## src/rtl/sobel_pkg.sv

```systemverilog
// rtl/sobel_pkg.sv - shared types for the Sobel pixel window loader
package sobel_pkg;

   localparam int PIXEL_W = 8;

   typedef logic [PIXEL_W-1:0] pix_t;
   typedef logic [1:0]         idx_t;

   typedef enum logic [2:0] {
      IDLE,
      REQ,
      WAIT_DATA,
      COMMIT,
      SHIFT,
      RELEASE
   } loader_state_e;

   typedef struct packed {
      idx_t row;
      idx_t col;
   } rc_t;

   // Row-major split of the initial-fill index 0..8 without a divider.
   function automatic rc_t init_idx_to_rc(input logic [3:0] idx);
      rc_t rc;
      if (idx >= 4'd6) begin
         rc.row = 2'd2;
         rc.col = 2'(idx - 4'd6);
      end else if (idx >= 4'd3) begin
         rc.row = 2'd1;
         rc.col = 2'(idx - 4'd3);
      end else begin
         rc.row = 2'd0;
         rc.col = 2'(idx);
      end
      return rc;
   endfunction

endpackage

```

## src/rtl/pixel_window_loader_if.sv

```systemverilog
// rtl/pixel_window_loader_if.sv - held-request image memory read port
interface pixel_window_loader_if #(
   parameter int PIXEL_W = 8,
   parameter int ADDR_W  = 16
);
   logic               mem_rd_req;
   logic [ADDR_W-1:0]  mem_addr;
   logic               mem_rd_valid;
   logic [PIXEL_W-1:0] mem_rd_data;

   modport master (output mem_rd_req, mem_addr, input mem_rd_valid, mem_rd_data);
   modport slave  (input mem_rd_req, mem_addr, output mem_rd_valid, mem_rd_data);
endinterface

```

## src/rtl/window_regs.sv

```systemverilog
// rtl/window_regs.sv - 3x3 pixel register file with single write port and left shift
module window_regs #(
   parameter int PIXEL_W = 8
) (
   input  logic                 clk,
   input  logic                 rst,
   input  logic                 clr_i,
   input  logic                 we_i,
   input  sobel_pkg::idx_t      wr_row_i,
   input  sobel_pkg::idx_t      wr_col_i,
   input  logic [PIXEL_W-1:0]   wr_data_i,
   input  logic                 shift_i,
   output logic [9*PIXEL_W-1:0] window_o
);
   logic [PIXEL_W-1:0] win_q [3][3];

   always_ff @(posedge clk) begin
      for (int r = 0; r < 3; r++) begin
         for (int c = 0; c < 3; c++) begin
            if (rst || clr_i) begin
               win_q[r][c] <= '0;
            end else if (shift_i) begin
               if (c < 2) win_q[r][c] <= win_q[r][c+1];
            end else if (we_i && wr_row_i == 2'(r) && wr_col_i == 2'(c)) begin
               win_q[r][c] <= wr_data_i;
            end
         end
      end
   end

   always_comb begin
      window_o = '0;
      for (int r = 0; r < 3; r++) begin
         for (int c = 0; c < 3; c++) begin
            window_o[(r*3+c)*PIXEL_W +: PIXEL_W] = win_q[r][c];
         end
      end
   end
endmodule

```

## src/rtl/pixel_window_loader.sv

```systemverilog
// rtl/pixel_window_loader.sv - fetches pixels for the Sobel controller and maintains the 3x3 window
module pixel_window_loader #(
   parameter int PIXEL_W = 8,
   parameter int ADDR_W  = 16
) (
   input  logic                  clk,
   input  logic                  rst,
   input  logic                  load_initial,
   input  logic [ADDR_W-1:0]     win_addr,
   input  logic [ADDR_W-1:0]     img_width,
   input  logic                  start_9_read,
   input  logic                  start_i_read,
   input  logic                  start_read,
   input  logic                  start_shift,
   output logic                  read_data_done,
   output logic                  read_done,
   output logic                  shift_done,
   pixel_window_loader_if.master mem,
   output logic [9*PIXEL_W-1:0]  window,
   output logic                  protocol_err
);
   import sobel_pkg::*;

   loader_state_e      state_q, state_d;
   logic [3:0]         init_idx_q, init_idx_d;
   idx_t               col_idx_q, col_idx_d;
   idx_t               src_r_q, src_r_d, src_c_q, src_c_d;
   logic               src_col_q, src_col_d;
   logic [ADDR_W-1:0]  addr_q, addr_d;
   logic [PIXEL_W-1:0] hold_q, hold_d;
   logic               hold_valid_q, hold_valid_d;
   logic               err_q, err_d;
   logic               rdd_q, rdd_d;
   logic               win_clr, win_we, win_shift;
   logic [3:0]         starts;
   rc_t                init_rc;

   function automatic logic [ADDR_W-1:0] row_off(input idx_t r, input logic [ADDR_W-1:0] w);
      case (r)
         2'd1:    row_off = w;
         2'd2:    row_off = w << 1;
         default: row_off = '0;
      endcase
   endfunction

   assign starts  = {start_shift, start_read, start_9_read, start_i_read};
   assign init_rc = init_idx_to_rc(init_idx_q);

   always_ff @(posedge clk) begin
      if (rst) begin
         state_q      <= IDLE;
         init_idx_q   <= '0;
         col_idx_q    <= '0;
         src_r_q      <= '0;
         src_c_q      <= '0;
         src_col_q    <= 1'b0;
         addr_q       <= '0;
         hold_q       <= '0;
         hold_valid_q <= 1'b0;
         err_q        <= 1'b0;
         rdd_q        <= 1'b0;
      end else begin
         state_q      <= state_d;
         init_idx_q   <= init_idx_d;
         col_idx_q    <= col_idx_d;
         src_r_q      <= src_r_d;
         src_c_q      <= src_c_d;
         src_col_q    <= src_col_d;
         addr_q       <= addr_d;
         hold_q       <= hold_d;
         hold_valid_q <= hold_valid_d;
         err_q        <= err_d;
         rdd_q        <= rdd_d;
      end
   end

   always_comb begin
      state_d      = state_q;
      init_idx_d   = init_idx_q;
      col_idx_d    = col_idx_q;
      src_r_d      = src_r_q;
      src_c_d      = src_c_q;
      src_col_d    = src_col_q;
      addr_d       = addr_q;
      hold_d       = hold_q;
      hold_valid_d = hold_valid_q;
      err_d        = err_q;
      rdd_d        = 1'b0;
      win_clr      = 1'b0;
      win_we       = 1'b0;
      win_shift    = 1'b0;

      case (state_q)
         IDLE: begin
            if (load_initial) begin
               win_clr      = 1'b1;
               init_idx_d   = '0;
               col_idx_d    = '0;
               hold_valid_d = 1'b0;
            end else begin
               if ($countones(starts) > 1) err_d = 1'b1;
               if (start_shift) begin
                  win_shift = 1'b1;
                  col_idx_d = '0;
                  state_d   = SHIFT;
               end else if (start_read) begin
                  // Window write and index advance happen on entry so the done pulse sees the new window.
                  if (hold_valid_q) begin
                     win_we = 1'b1;
                     if (src_col_q) col_idx_d = (col_idx_q == 2'd2) ? 2'd0 : col_idx_q + 2'd1;
                     else init_idx_d = (init_idx_q == 4'd8) ? 4'd0 : init_idx_q + 4'd1;
                  end else begin
                     err_d = 1'b1;
                  end
                  hold_valid_d = 1'b0;
                  state_d      = COMMIT;
               end else if (start_9_read) begin
                  src_r_d   = init_rc.row;
                  src_c_d   = init_rc.col;
                  src_col_d = 1'b0;
                  addr_d    = win_addr + row_off(init_rc.row, img_width) + ADDR_W'(init_rc.col);
                  state_d   = REQ;
               end else if (start_i_read) begin
                  src_r_d   = col_idx_q;
                  src_c_d   = 2'd2;
                  src_col_d = 1'b1;
                  addr_d    = win_addr + row_off(col_idx_q, img_width) + ADDR_W'(2);
                  state_d   = REQ;
               end
            end
         end
         REQ, WAIT_DATA: begin
            if (mem.mem_rd_valid) begin
               hold_d       = mem.mem_rd_data;
               hold_valid_d = 1'b1;
               rdd_d        = 1'b1;
               state_d      = RELEASE;
            end else begin
               state_d = WAIT_DATA;
            end
         end
         COMMIT, SHIFT: state_d = RELEASE;
         RELEASE: if (starts == 4'b0000) state_d = IDLE;
         default: state_d = IDLE;
      endcase
   end

   window_regs #(.PIXEL_W(PIXEL_W)) u_window_regs (
      .clk       (clk),
      .rst       (rst),
      .clr_i     (win_clr),
      .we_i      (win_we),
      .wr_row_i  (src_r_q),
      .wr_col_i  (src_c_q),
      .wr_data_i (hold_q),
      .shift_i   (win_shift),
      .window_o  (window)
   );

   assign mem.mem_rd_req = (state_q == REQ) || (state_q == WAIT_DATA);
   assign mem.mem_addr   = addr_q;
   assign read_data_done = rdd_q;
   assign read_done      = (state_q == COMMIT);
   assign shift_done     = (state_q == SHIFT);
   assign protocol_err   = err_q;
endmodule

```

## src/flat_wrapper.sv

```systemverilog
// flat-port wrapper written by rule: the top's interface ports become plain ports
module pixel_window_loader_flat import sobel_pkg::*;
#(
   parameter int PIXEL_W = 8,
   parameter int ADDR_W  = 16
)
  (clk, rst, load_initial, win_addr, img_width, start_9_read, start_i_read, start_read, start_shift, read_data_done, read_done, shift_done, window, protocol_err, mem_mem_rd_req, mem_mem_addr, mem_mem_rd_valid, mem_mem_rd_data);
  pixel_window_loader_if #(.PIXEL_W(PIXEL_W), .ADDR_W(ADDR_W)) mem_i ();
  input  logic clk;
  input  logic rst;
  input  logic load_initial;
  input  logic [ADDR_W-1:0] win_addr;
  input  logic [ADDR_W-1:0] img_width;
  input  logic start_9_read;
  input  logic start_i_read;
  input  logic start_read;
  input  logic start_shift;
  output logic read_data_done;
  output logic read_done;
  output logic shift_done;
  output logic [9*PIXEL_W-1:0] window;
  output logic protocol_err;
  output wire logic [$bits(mem_i.mem_rd_req)-1:0] mem_mem_rd_req;
  output wire logic [$bits(mem_i.mem_addr)-1:0] mem_mem_addr;
  input wire logic [$bits(mem_i.mem_rd_valid)-1:0] mem_mem_rd_valid;
  input wire logic [$bits(mem_i.mem_rd_data)-1:0] mem_mem_rd_data;
  assign mem_mem_rd_req = mem_i.mem_rd_req;
  assign mem_mem_addr = mem_i.mem_addr;
  assign mem_i.mem_rd_valid = mem_mem_rd_valid;
  assign mem_i.mem_rd_data = mem_mem_rd_data;
  pixel_window_loader #(.PIXEL_W(PIXEL_W), .ADDR_W(ADDR_W)) u_core (.clk(clk), .rst(rst), .load_initial(load_initial), .win_addr(win_addr), .img_width(img_width), .start_9_read(start_9_read), .start_i_read(start_i_read), .start_read(start_read), .start_shift(start_shift), .read_data_done(read_data_done), .read_done(read_done), .shift_done(shift_done), .mem(mem_i), .window(window), .protocol_err(protocol_err));
endmodule
```

## config.mk

```make
export PLATFORM = sky130hd
export DESIGN_NAME = pixel_window_loader_flat
export DESIGN_NICKNAME = d
export VERILOG_FILES = /design/src/rtl/sobel_pkg.sv /design/src/rtl/pixel_window_loader_if.sv /design/src/rtl/window_regs.sv /design/src/rtl/pixel_window_loader.sv /design/src/flat_wrapper.sv
export SDC_FILE = /design/constraint.sdc
export NUM_CORES = 1
export LEC_CHECK = 0
export BUFFER_PORTS_ARGS = -buffer_cell sky130_fd_sc_hd__buf_4
export CORE_ASPECT_RATIO = 1.75
export CORE_MARGIN = 8
export CORE_UTILIZATION = 35
export DETAILED_ROUTE_END_ITERATION = 12
export SLEW_MARGIN = 10
export SYNTH_ARGS = -nofsm -noshare
export SYNTH_HDL_FRONTEND = slang
export SYNTH_SLANG_ARGS = --single-unit
export TNS_END_PERCENT = 50
```

## constraint.sdc

```tcl
create_clock -name clk -period 7.4 [get_ports clk]
set_input_delay 0.37 -clock clk [delete_from_list [all_inputs] [get_ports clk]]
set_output_delay 0.37 -clock clk [all_outputs]
set_load 0.02 [all_outputs]
```

; ---- Word level (Yosys, flattened, before mapping)
; Memories as Yosys holds them, arrays and structs flattened.
; Index checks and enable logic that the tools add are counted.
[word_totals]
ramBits = 72
out_inout_bits = 93
inputBits = 48
register_bits = 41
word_cells = 221
mem_count = 1
[op_classes]
n_eq_ne = 22
add_sub_neg = 11
order_cmp = 3
bitwise = 19
muxes = 119
n_reduce_logical = 35
[memory_table]
columns = memory, words, word_bits, read_ports, rd_clocked_by_memory_dff, write_ports, line_no
row1 = u_core.u_window_regs.win_q, 3, 24, 3, 0, 3, window_regs.sv:15  ; logic [PIXEL_W-1:0] win_q [3][3];
[op_table]
columns = cell, count
row1 = $mux W16, 13
row2 = $mux W8, 15
row3 = $pmux W16 S2, 2
row4 = $mux W1, 62
row5 = $add A16 B16 Y16, 2
row6 = $add A32 B32 Y32, 1
row7 = $gt A32 B2 Y1 const B, 1
row8 = $mux W4, 7
row9 = $mux W3, 8
row10 = $mux W2, 10
row11 = $add A16 B2 Y16, 1
row12 = $add A16 B2 Y16 const B, 1
row13 = $or A1 B1 Y1, 15
row14 = $logic_and A1 B1 Y1, 12
row15 = $pmux W3 S4, 1
row16 = $reduce_and A5 Y1, 2
row17 = $reduce_bool A3 Y1, 3
row18 = $eq A2 B1 Y1 const B, 4
row19 = $eq A2 B2 Y1 const B, 4
row20 = $ne A2 B2 Y1 const B, 4
row21 = $reduce_and A4 Y1, 2
row22 = $reduce_bool A2 Y1, 4
row23 = $eq A3 B2 Y1 const B, 2
row24 = $eq A3 B3 Y1 const B, 2
row25 = other kinds (20), 31

; ---- Longest topological paths before layout
; Gate-level depths: netlist (run 1).
[depth]
word_depth = 13
mapped_depth = 18

; ---- Hierarchy
; Synthesis (run 1) repeated with hierarchy kept, for this count alone.
[hier_totals]
cells_unflattened = 766
area_unflattened_um2 = 7579.8
[modules_own_cells]
columns = module, area_each_um2, cells_per_inst, instances
row1 = pixel_window_loader, 4175.3, 517, 1
row2 = window_regs, 3404.5, 249, 1

; ---- Worst setup path after synthesis (run 1)
; OpenSTA, ideal clock, no wires.
[synth_path]
path_kind = flip-flop to flip-flop
start = register u_core.init_idx_q[0]
end = register u_core.addr_q[13], in the netlist u_core.mem.mem_addr[13]
required_ns = 7.288
stages_incl_launch_ff = 19
setup_slack_ns = 3.683
arrival_ns = 3.605
path_cell_list = dfxtp_1 inv_1 ha_1 o21a_1 or2_1 clkbuf_1 nand2_1 nand2_1 fa_1 ha_1 inv_1 fa_1 nand2b_1 a21oi_2 o21ai_1 o21ai_2 a31oi_1 xor2_1 a2111oi_1
[synth_via]
elab_chain_cells = 13
[synth_lines]
columns = item, line_no
row1 = from (decl), pixel_window_loader.sv:25  ; logic [3:0] init_idx_q, init_idx_d;
row2 = from (signal assigned), pixel_window_loader.sv:64  ; init_idx_q <= init_idx_d;
row3 = $ge A4 B2 Y1, sobel_pkg.sv:29  ; end else if (idx >= 4'd3) begin
row4 = $mux W3, sobel_pkg.sv:29
row5 = $mux W4 (*), sobel_pkg.sv:26  ; if (idx >= 4'd6) begin
row6 = $eq A2 B2 Y1 or $eq A2 B1 Y1 (tied branches), pixel_window_loader.sv:39  ; case (r)
row7 = $pmux W16 S2, pixel_window_loader.sv:39
row8 = $mux W16, pixel_window_loader.sv:117  ; end else if (start_9_read) begin
row9 = $mux W16, pixel_window_loader.sv:106  ; end else if (start_read) begin
row10 = $mux W16, pixel_window_loader.sv:102  ; if (start_shift) begin
row11 = $mux W16, pixel_window_loader.sv:95  ; if (load_initial) begin
row12 = $mux W16, pixel_window_loader.sv:93  ; case (state_q)
row13 = $add A16 B16 Y16, pixel_window_loader.sv:121  ; addr_d = win_addr + row_off(init_rc.row, img_width) + ADDR_W'(init_rc.col);
row14 = $add A16 B2 Y16 (*), pixel_window_loader.sv:121
row15 = $mux W16 (*), pixel_window_loader.sv:117
row16 = to (signal assigned), pixel_window_loader.sv:69  ; addr_q <= addr_d;
row17 = to (decl), pixel_window_loader.sv:29  ; logic [ADDR_W-1:0] addr_q, addr_d;
; Mark *: on every way between the ends. The rest lies on a longest branch, timed or not. The select of a mux whose other input is x is not followed.
; A chain may end at the register's enable or synchronous reset.

; ---- Final worst setup path (run 1)
; Same ends and word-level chain as after synthesis.

==> flow_summary_export.csv, run 1 <==
group,metric,value,unit
critical_path,slowest_stage,"fa_1",
critical_path,cp.arrival,4.58,ns
power_and_ir_drop,p_comb_share,27.7,%
power_and_ir_drop,switching_share,33.8,%
clocking,cts_setup_buffers,0,
power_and_ir_drop,power_density,273,nW/µm²
floorplanning,die_y,206,µm
power_and_ir_drop,clkPwrFrac,34.0,%
grt,overflow,0,
clocking,clk_pin_slew,0.06,ns
synthesis,post_synth.cell_area_avg,10.1,µm²
drt,drtPass1Iterations,5,
drt,drc,0,
hold_path,worst_hold_path_type,"in -> reg",
drt,avgRoutedWirePerCell,18.8,µm
sta,finalMaxSlewViolations,0,
place,port_buffers,140,
synthesis,synth_compound_area_share,19.9,%
grt,grt_use_total,16.0,%
power_and_ir_drop,leakagePower,3.91,nW
critical_path,worst-setup-path-type,"reg -> reg",
sta,fin_tns_setup,0,ns
layout,stdcell_count,1097,
sta,timing.slew.headroom,20.1,%
drt,drt_wl_total,20.6,mm
sta,tightest_slew,1.19,ns
synthesis,netlist_instances,713,
grt,grt_pass1_wl,32.3,mm
sta,setup_viol,0,
sta,fmax,0.234,GHz
clocking,cts_htree_levels,4,
clocking,cts_tree,"yes",
sta,min_period,4.27,ns
synthesis,synth-main-ff-cell,"edfxtp_1",
sta,timing.final.hold_violations,0,
layout,layout.nets,956,
power_and_ir_drop,switchingPower,0.000836,W
critical_path,worstPathCellList,"inv_1, ha_1, o21a_1, or2_1, nand2_1, nand2_1, fa_1, ha_1, inv_1, fa_1, nand2b_1, a21oi_2, o21ai_1, o21ai_2, a31oi_1, xor2_1, a2111oi_1",
outcome,status,"finished, final reports clean",
clocking,holdBufCountCts,0,
drt,met3RoutedLength,837,µm
place,place_hpwl,16.0,mm
synthesis,synth_seq_cells,113,
drt,wl_met1,7.69,mm
grt,antenna_found_initial,0,
sta,period_share,57.8,%
layout,post-route-util,44.7,%
layout,area_delta_synth_final,25.4,%
place,dp_cells,1065,
synthesis,yosysSeqAreaShare,41.3,%
flow_run,max-cap-violations,0,
clocking,ctsResizeCount,0,
synthesis,async_reset_ff_share,0,%
drt,wl_met2,11.6,mm
power_and_ir_drop,ir_worst_vdd,0.264,mV
critical_path,max_stage_delay,0.51,ns
floorplanning,dieArea,25700,µm²
floorplanning,row_count,69,
synthesis,synth.distinct_cells,73,
synthesis,synth_fa_ha_area_share,13.0,%
sta,rsz0062_at_grt,"no",
synthesis,synth_edf_count,72,
critical_path,critPathLaunchType,"flip-flop",
critical_path,r2r_cells,17,
power_and_ir_drop,intPower,0.00164,W
synthesis,ys_warn_count,0,
critical_path,cp.required,7.70,ns
floorplanning,initial_core_util,35.6,%
synthesis,synthMuxAreaShare,1.66,%
synthesis,synth-simple-area-share,17.3,%
drt,via_count,5822,
floorplanning,core,20300,µm²
synthesis,syn_nets,833,
clocking,clkLatencyLatePin,0.41,ns
layout,drive_gt1_share,24.9,%
layout,antenna_cells,0,
synthesis,synth_top_family_by_area,"compound AO/OA/AOI/OAI gates",
hold_path,holdPathStages,3,
floorplanning,die_w,125,µm
sta,skew,0.0120,ns
clocking,root_buffer,"clkbuf_16",
drt,drtIter0Drc,329,
place,place_congestion,0.856,
drt,drtAntennaViolNets,0,
layout,fill_cells,1968,
drt,via_per_inst,5.31,
critical_path,end_kind,"flip-flop",
synthesis,synthXorXnorAreaFrac,3.27,%
drt,top_layer_used,"met4",
synthesis,netlist_area,7230,µm²
clocking,clockBufferDepth,2,
clocking,clkSinkCount,113,
grt,grt_pass1_vias,6232,
critical_path,crit_path_max_fanout,15,
power_and_ir_drop,seqPwrFrac,38.3,%
power_and_ir_drop,finalPower,0.00247,W
floorplanning,ioPinCount,141,
clocking,cts_buffers,17,
grt,grt_max_degree,49,
[synthesized netlist by cell type (all sizes together), types with 5 or more instances]
cell type  instances  share of area, %
nor2              73               4.7
edfxtp            72                30
ha                67                12
nand2             56               2.9
a22o              50               6.1
dfxtp             41                11
o21ai             37               2.7
a21oi             35               2.6
clkbuf            28               1.5
and2              25               2.2
inv               21               1.1
nor2b             19               1.6
xnor2             18               2.2
nand3             17               1.2
a22oi             16               1.7
a211oi            14               1.5
nor3              14               1.3
buf               12               1.1
mux2i             12               1.7
xor2               9               1.1
o21a               7              0.73
a21o               5              0.52
fa                 5               1.4
nand2b             5              0.43
[layout by cell type, fill, tap and decap left out, types with 6 or more instances in the layout]
| cell type | instances |
|---|---|
| a22oi_1 | 16 |
| nand3_1 | 17 |
| nor2_1 | 63 |
| and2_1 | 25 |
| mux2i_1 | 12 |
| xnor2_1 | 18 |
| clkinv_4 | 6 |
| a211oi_1 | 13 |
| a21oi_1 | 32 |
| dfxtp_1 | 41 |
| inv_1 | 21 |
| nor2b_1 | 19 |
| xor2_1 | 9 |
| ha_1 | 67 |
| buf_4 | 144 |
| a22o_1 | 50 |
| o21ai_0 | 31 |
| nand2_1 | 55 |
| edfxtp_1 | 72 |
| nor3_1 | 11 |
| clkbuf_16 | 17 |
| o21a_1 | 7 |
[flip-flops by register name, indices dropped and copies added (netlist names)]
name	flops
u_core.u_window_regs.win_q	72
u_core.mem.mem_addr	16
u_core.hold_q	8
u_core.init_idx_q	4
u_core.state_q	3
u_core.col_idx_q	2
u_core.src_c_q	2
u_core.src_r_q	2
u_core.hold_valid_q	1
u_core.protocol_err	1
u_core.read_data_done	1
u_core.src_col_q	1
[stage by stage]
stage | instance area (µm²) | setup WS (ns) | hold slack (ns)
after floorplan | 7230 | 3.68 | 0.482
after detailed placement | 8450 | 3.14 | 0.451
after global placement | 8450 | 3.22 | 0.441
after CTS | 9060 | 3.12 | 0.183
after global routing | 9060 | 2.86 | 0.185
final | 9060 | 3.13 | 0.203
[final timing paths]
check,startpoint,to,slack (ns)
min,mem_mem_rd_data[6],u_core.hold_q[6]$_SDFFE_PP0P_,0.20
max,u_core.init_idx_q[0]$_SDFFE_PP0P_,u_core.mem.mem_addr[13]$_SDFFE_PP0P_,3.13
min reg2reg,u_core.mem.mem_addr[2]$_SDFFE_PP0P_,u_core.mem.mem_addr[2]$_SDFFE_PP0P_,0.46
max reg2reg,u_core.init_idx_q[0]$_SDFFE_PP0P_,u_core.mem.mem_addr[13]$_SDFFE_PP0P_,3.13
[metal layers]
layer,vias up,global-route usage (%)
met1,2777,14.9
met5,-,0
met2,144,32.1
met4,0,6.18
li1,2880,-
met3,21,3.98
[worst max-delay path, delay by kind of cell (launching register included)]
family	cells	cell delay, ns
adders and majority gates	4	1.27
buffers and inverters	2	0.15
AOI/OAI and AO/OA	6	1.31
DFF	1	0.44
and+or+nand+nor	4	0.86
xor gates and xnor gates	1	0.15
[layout make-up]
type                            instances  area [µm²]  share of cell area (%)
Clock buffer                           17         425                    4.69
Clock inverter                         15         185                    2.04
Inverter                               22        82.6                   0.911
Multi-Input combinational cell        538        4000                    44.1
Sequential cell                       113        2980                    32.9
Tap cell                              248         310                    3.42
Timing Repair Buffer                  144        1080                    11.9
[cell families after synthesis]
logic type                 Yosys count
and+or+nand+nor                    232
AOI/OAI and AO/OA                  195
DFF                                113
adders and majority gates           72
buffers and inverters               62
xor gates and xnor gates            27
muxes                               12
[power groups by stage]
| stage | clock (W) | sequential, W | combinational, W |
|---|---|---|---|
| 4_1_cts | 0.000860 | 0.000951 | 0.000701 |
| 6_report | 0.000841 | 0.000947 | 0.000687 |
| 2_1_floorplan | 0 | 0.00105 | 0.000303 |
| 3_3_place_gp | 0 | 0.000960 | 0.000694 |
| 3_5_place_dp | 0 | 0.000963 | 0.000699 |
| 5_1_grt | 0.000888 | 0.000968 | 0.000743 |
(Power assumes the default switching activity.)
==> run 2, diff against run 1 <==
==> constraint.sdc (replaced) <==
create_clock -name clk -period 4.13 [get_ports clk]
set_input_delay 0.2065 -clock clk [delete_from_list [all_inputs] [get_ports clk]]
set_output_delay 0.2065 -clock clk [all_outputs]
set_load 0.02 [all_outputs]
==> flow_summary_export.csv, run 2 (synthesized netlist as in run 1, its figures left out) <==
group,metric,value,unit
outcome,status,"finished, final reports clean",
power_and_ir_drop,leakagePower,4.00,nW
layout,area_delta_synth_final,27.5,%
sta,tightest_slew,1.10,ns
sta,setup_viol,0,
layout,antenna_cells,0,
place,port_buffers,140,
power_and_ir_drop,switchingPower,0.00146,W
critical_path,worst-setup-path-type,"reg -> reg",
clocking,cts_buffers,17,
power_and_ir_drop,switching_share,32.3,%
drt,drtAntennaViolNets,0,
clocking,clkLatencyLatePin,0.41,ns
clocking,clockBufferDepth,2,
hold_path,worst_hold_path_type,"in -> reg",
clocking,root_buffer,"clkbuf_16",
power_and_ir_drop,intPower,0.00307,W
drt,drt_wl_total,20.9,mm
floorplanning,dieArea,25700,µm²
layout,final_common_cell,"buf_4",
place,place_congestion,0.874,
sta,rsz0062_at_grt,"no",
clocking,clk_pin_slew,0.05,ns
critical_path,cp.arrival,4.09,ns
drt,via_per_inst,5.29,
grt,grt_use_total,16.3,%
grt,grt_max_degree,49,
critical_path,end_kind,"flip-flop",
critical_path,critPathLaunchType,"flip-flop",
drt,drc,0,
sta,min_period,3.78,ns
sta,skew,0.0165,ns
clocking,clkSinkCount,113,
sta,fin_tns_setup,0,ns
sta,timing.final.hold_violations,0,
drt,via_count,5888,
grt,grt_pass1_wl,33.0,mm
floorplanning,die_w,125,µm
floorplanning,die_y,206,µm
place,pre_cts_slack,0.171,ns
sta,finalMaxSlewViolations,0,
power_and_ir_drop,power_density,492,nW/µm²
clocking,cts_htree_levels,4,
drt,avgRoutedWirePerCell,18.7,µm
power_and_ir_drop,seqPwrFrac,37.4,%
grt,grt_pass1_vias,6250,
layout,largest_register_ffs,72,
power_and_ir_drop,p_comb_share,27.8,%
sta,fin_ws,0.347,ns
floorplanning,initial_core_util,35.6,%
layout,drive_gt1_share,26.1,%
critical_path,cp.required,4.44,ns
drt,drtPass1Iterations,4,
sta,timing.slew.headroom,26.5,%
sta,period_share,91.6,%
floorplanning,core,20300,µm²
floorplanning,row_count,69,
layout,layout.nets,973,
clocking,cts_tree,"yes",
layout,top_register,"u_core.u_window_regs.win_q",
drt,drtIter0Drc,313,
place,place_hpwl,16.4,mm
grt,antenna_found_initial,0,
floorplanning,ioPinCount,141,
power_and_ir_drop,ir_worst_vdd,0.349,mV
power_and_ir_drop,clkPwrFrac,34.8,%
grt,overflow,0,
critical_path,crit_path_max_fanout,6,
sta,fmax,0.264,GHz
layout,final_cell_mix,"buf_4, edfxtp_1, ha_1",
flow_run,max-cap-violations,0,
-- run 2: path summary, 6_finish.rpt --
check,startpoint,to,slack [ns],cells after the start
max,u_core.init_idx_q[0]$_SDFFE_PP0P_,u_core.mem.mem_addr[13]$_SDFFE_PP0P_,0.35,16
max reg2reg,u_core.init_idx_q[0]$_SDFFE_PP0P_,u_core.mem.mem_addr[13]$_SDFFE_PP0P_,0.35,16
min reg2reg,u_core.mem.mem_addr[2]$_SDFFE_PP0P_,u_core.mem.mem_addr[2]$_SDFFE_PP0P_,0.46,2
min,mem_mem_rd_data[4],u_core.hold_q[4]$_SDFFE_PP0P_,0.04,3
-- run 2: what timing repair did --
item	CTS	global route
hold buffers	0	0
setup endpoints to repair	0	2
gates resized for setup	0	6
setup buffers	0	1
endpoints found under the hold margin	0	0
-- run 2: cell type report --
| type | instances | area, µm² |
|---|---|---|
| multi-input cells | 538 | 4010 |
| fillers | 1959 | 11100 |
| inverters | 22 | 82.6 |
| clock buffers | 21 | 440 |
| flip-flops and latches | 113 | 2990 |
| well taps | 248 | 310 |
| repair buffers | 161 | 1210 |
| clock inverters | 11 | 186 |
-- run 2: per-stage QoR --
step | std cells | hold WS [ns] | util [%] | cell area (µm²) | total power [W]
after global placement | 1081 | 0.441 | 42.3 | 8570 | 0.00299
after floorplan | 713 | 0.354 | - | 7230 | 0.00242
final | 1114 | 0.0420 | 45.4 | 9220 | 0.00453
after CTS | 1113 | 0.0237 | 45.4 | 9200 | 0.00459
after global routing | 1114 | 0.0298 | 45.4 | 9220 | 0.00475
after detailed placement | 1081 | 0.450 | 42.3 | 8570 | 0.00301
-- run 2: critical path, cell delays in order, from the launching register on --
cell and delay (ns):
dfxtp_2 0.38, inv_1 0.08, ha_1 0.33, a21oi_1 0.16, a21oi_1 0.08, a31o_2 0.23
fa_1 0.48, ha_1 0.17, inv_1 0.05, fa_1 0.38, nand2b_1 0.21, a21oi_2 0.22
o21ai_2 0.12, o21ai_2 0.18, a31oi_1 0.11, xor2_1 0.16, a2111oi_2 0.34
-- run 2: routing by layer --
layer,vias up,global-route usage [%],routed length (µm)
met5,-,0,0
met4,0,7.78,702
met3,33,4.26,1040
met2,169,31.7,11800
met1,2770,15.4,7350
li1,2916,-,-
-- run 2: power by group through the flow --
stage	sequential [W]	combinational [W]	clock, W
floorplan	0.00188	0.000542	0
global placement	0.00172	0.00127	0
detailed placement	0.00172	0.00128	0
CTS	0.00170	0.00129	0.00160
global route	0.00173	0.00136	0.00165
finish	0.00170	0.00126	0.00158
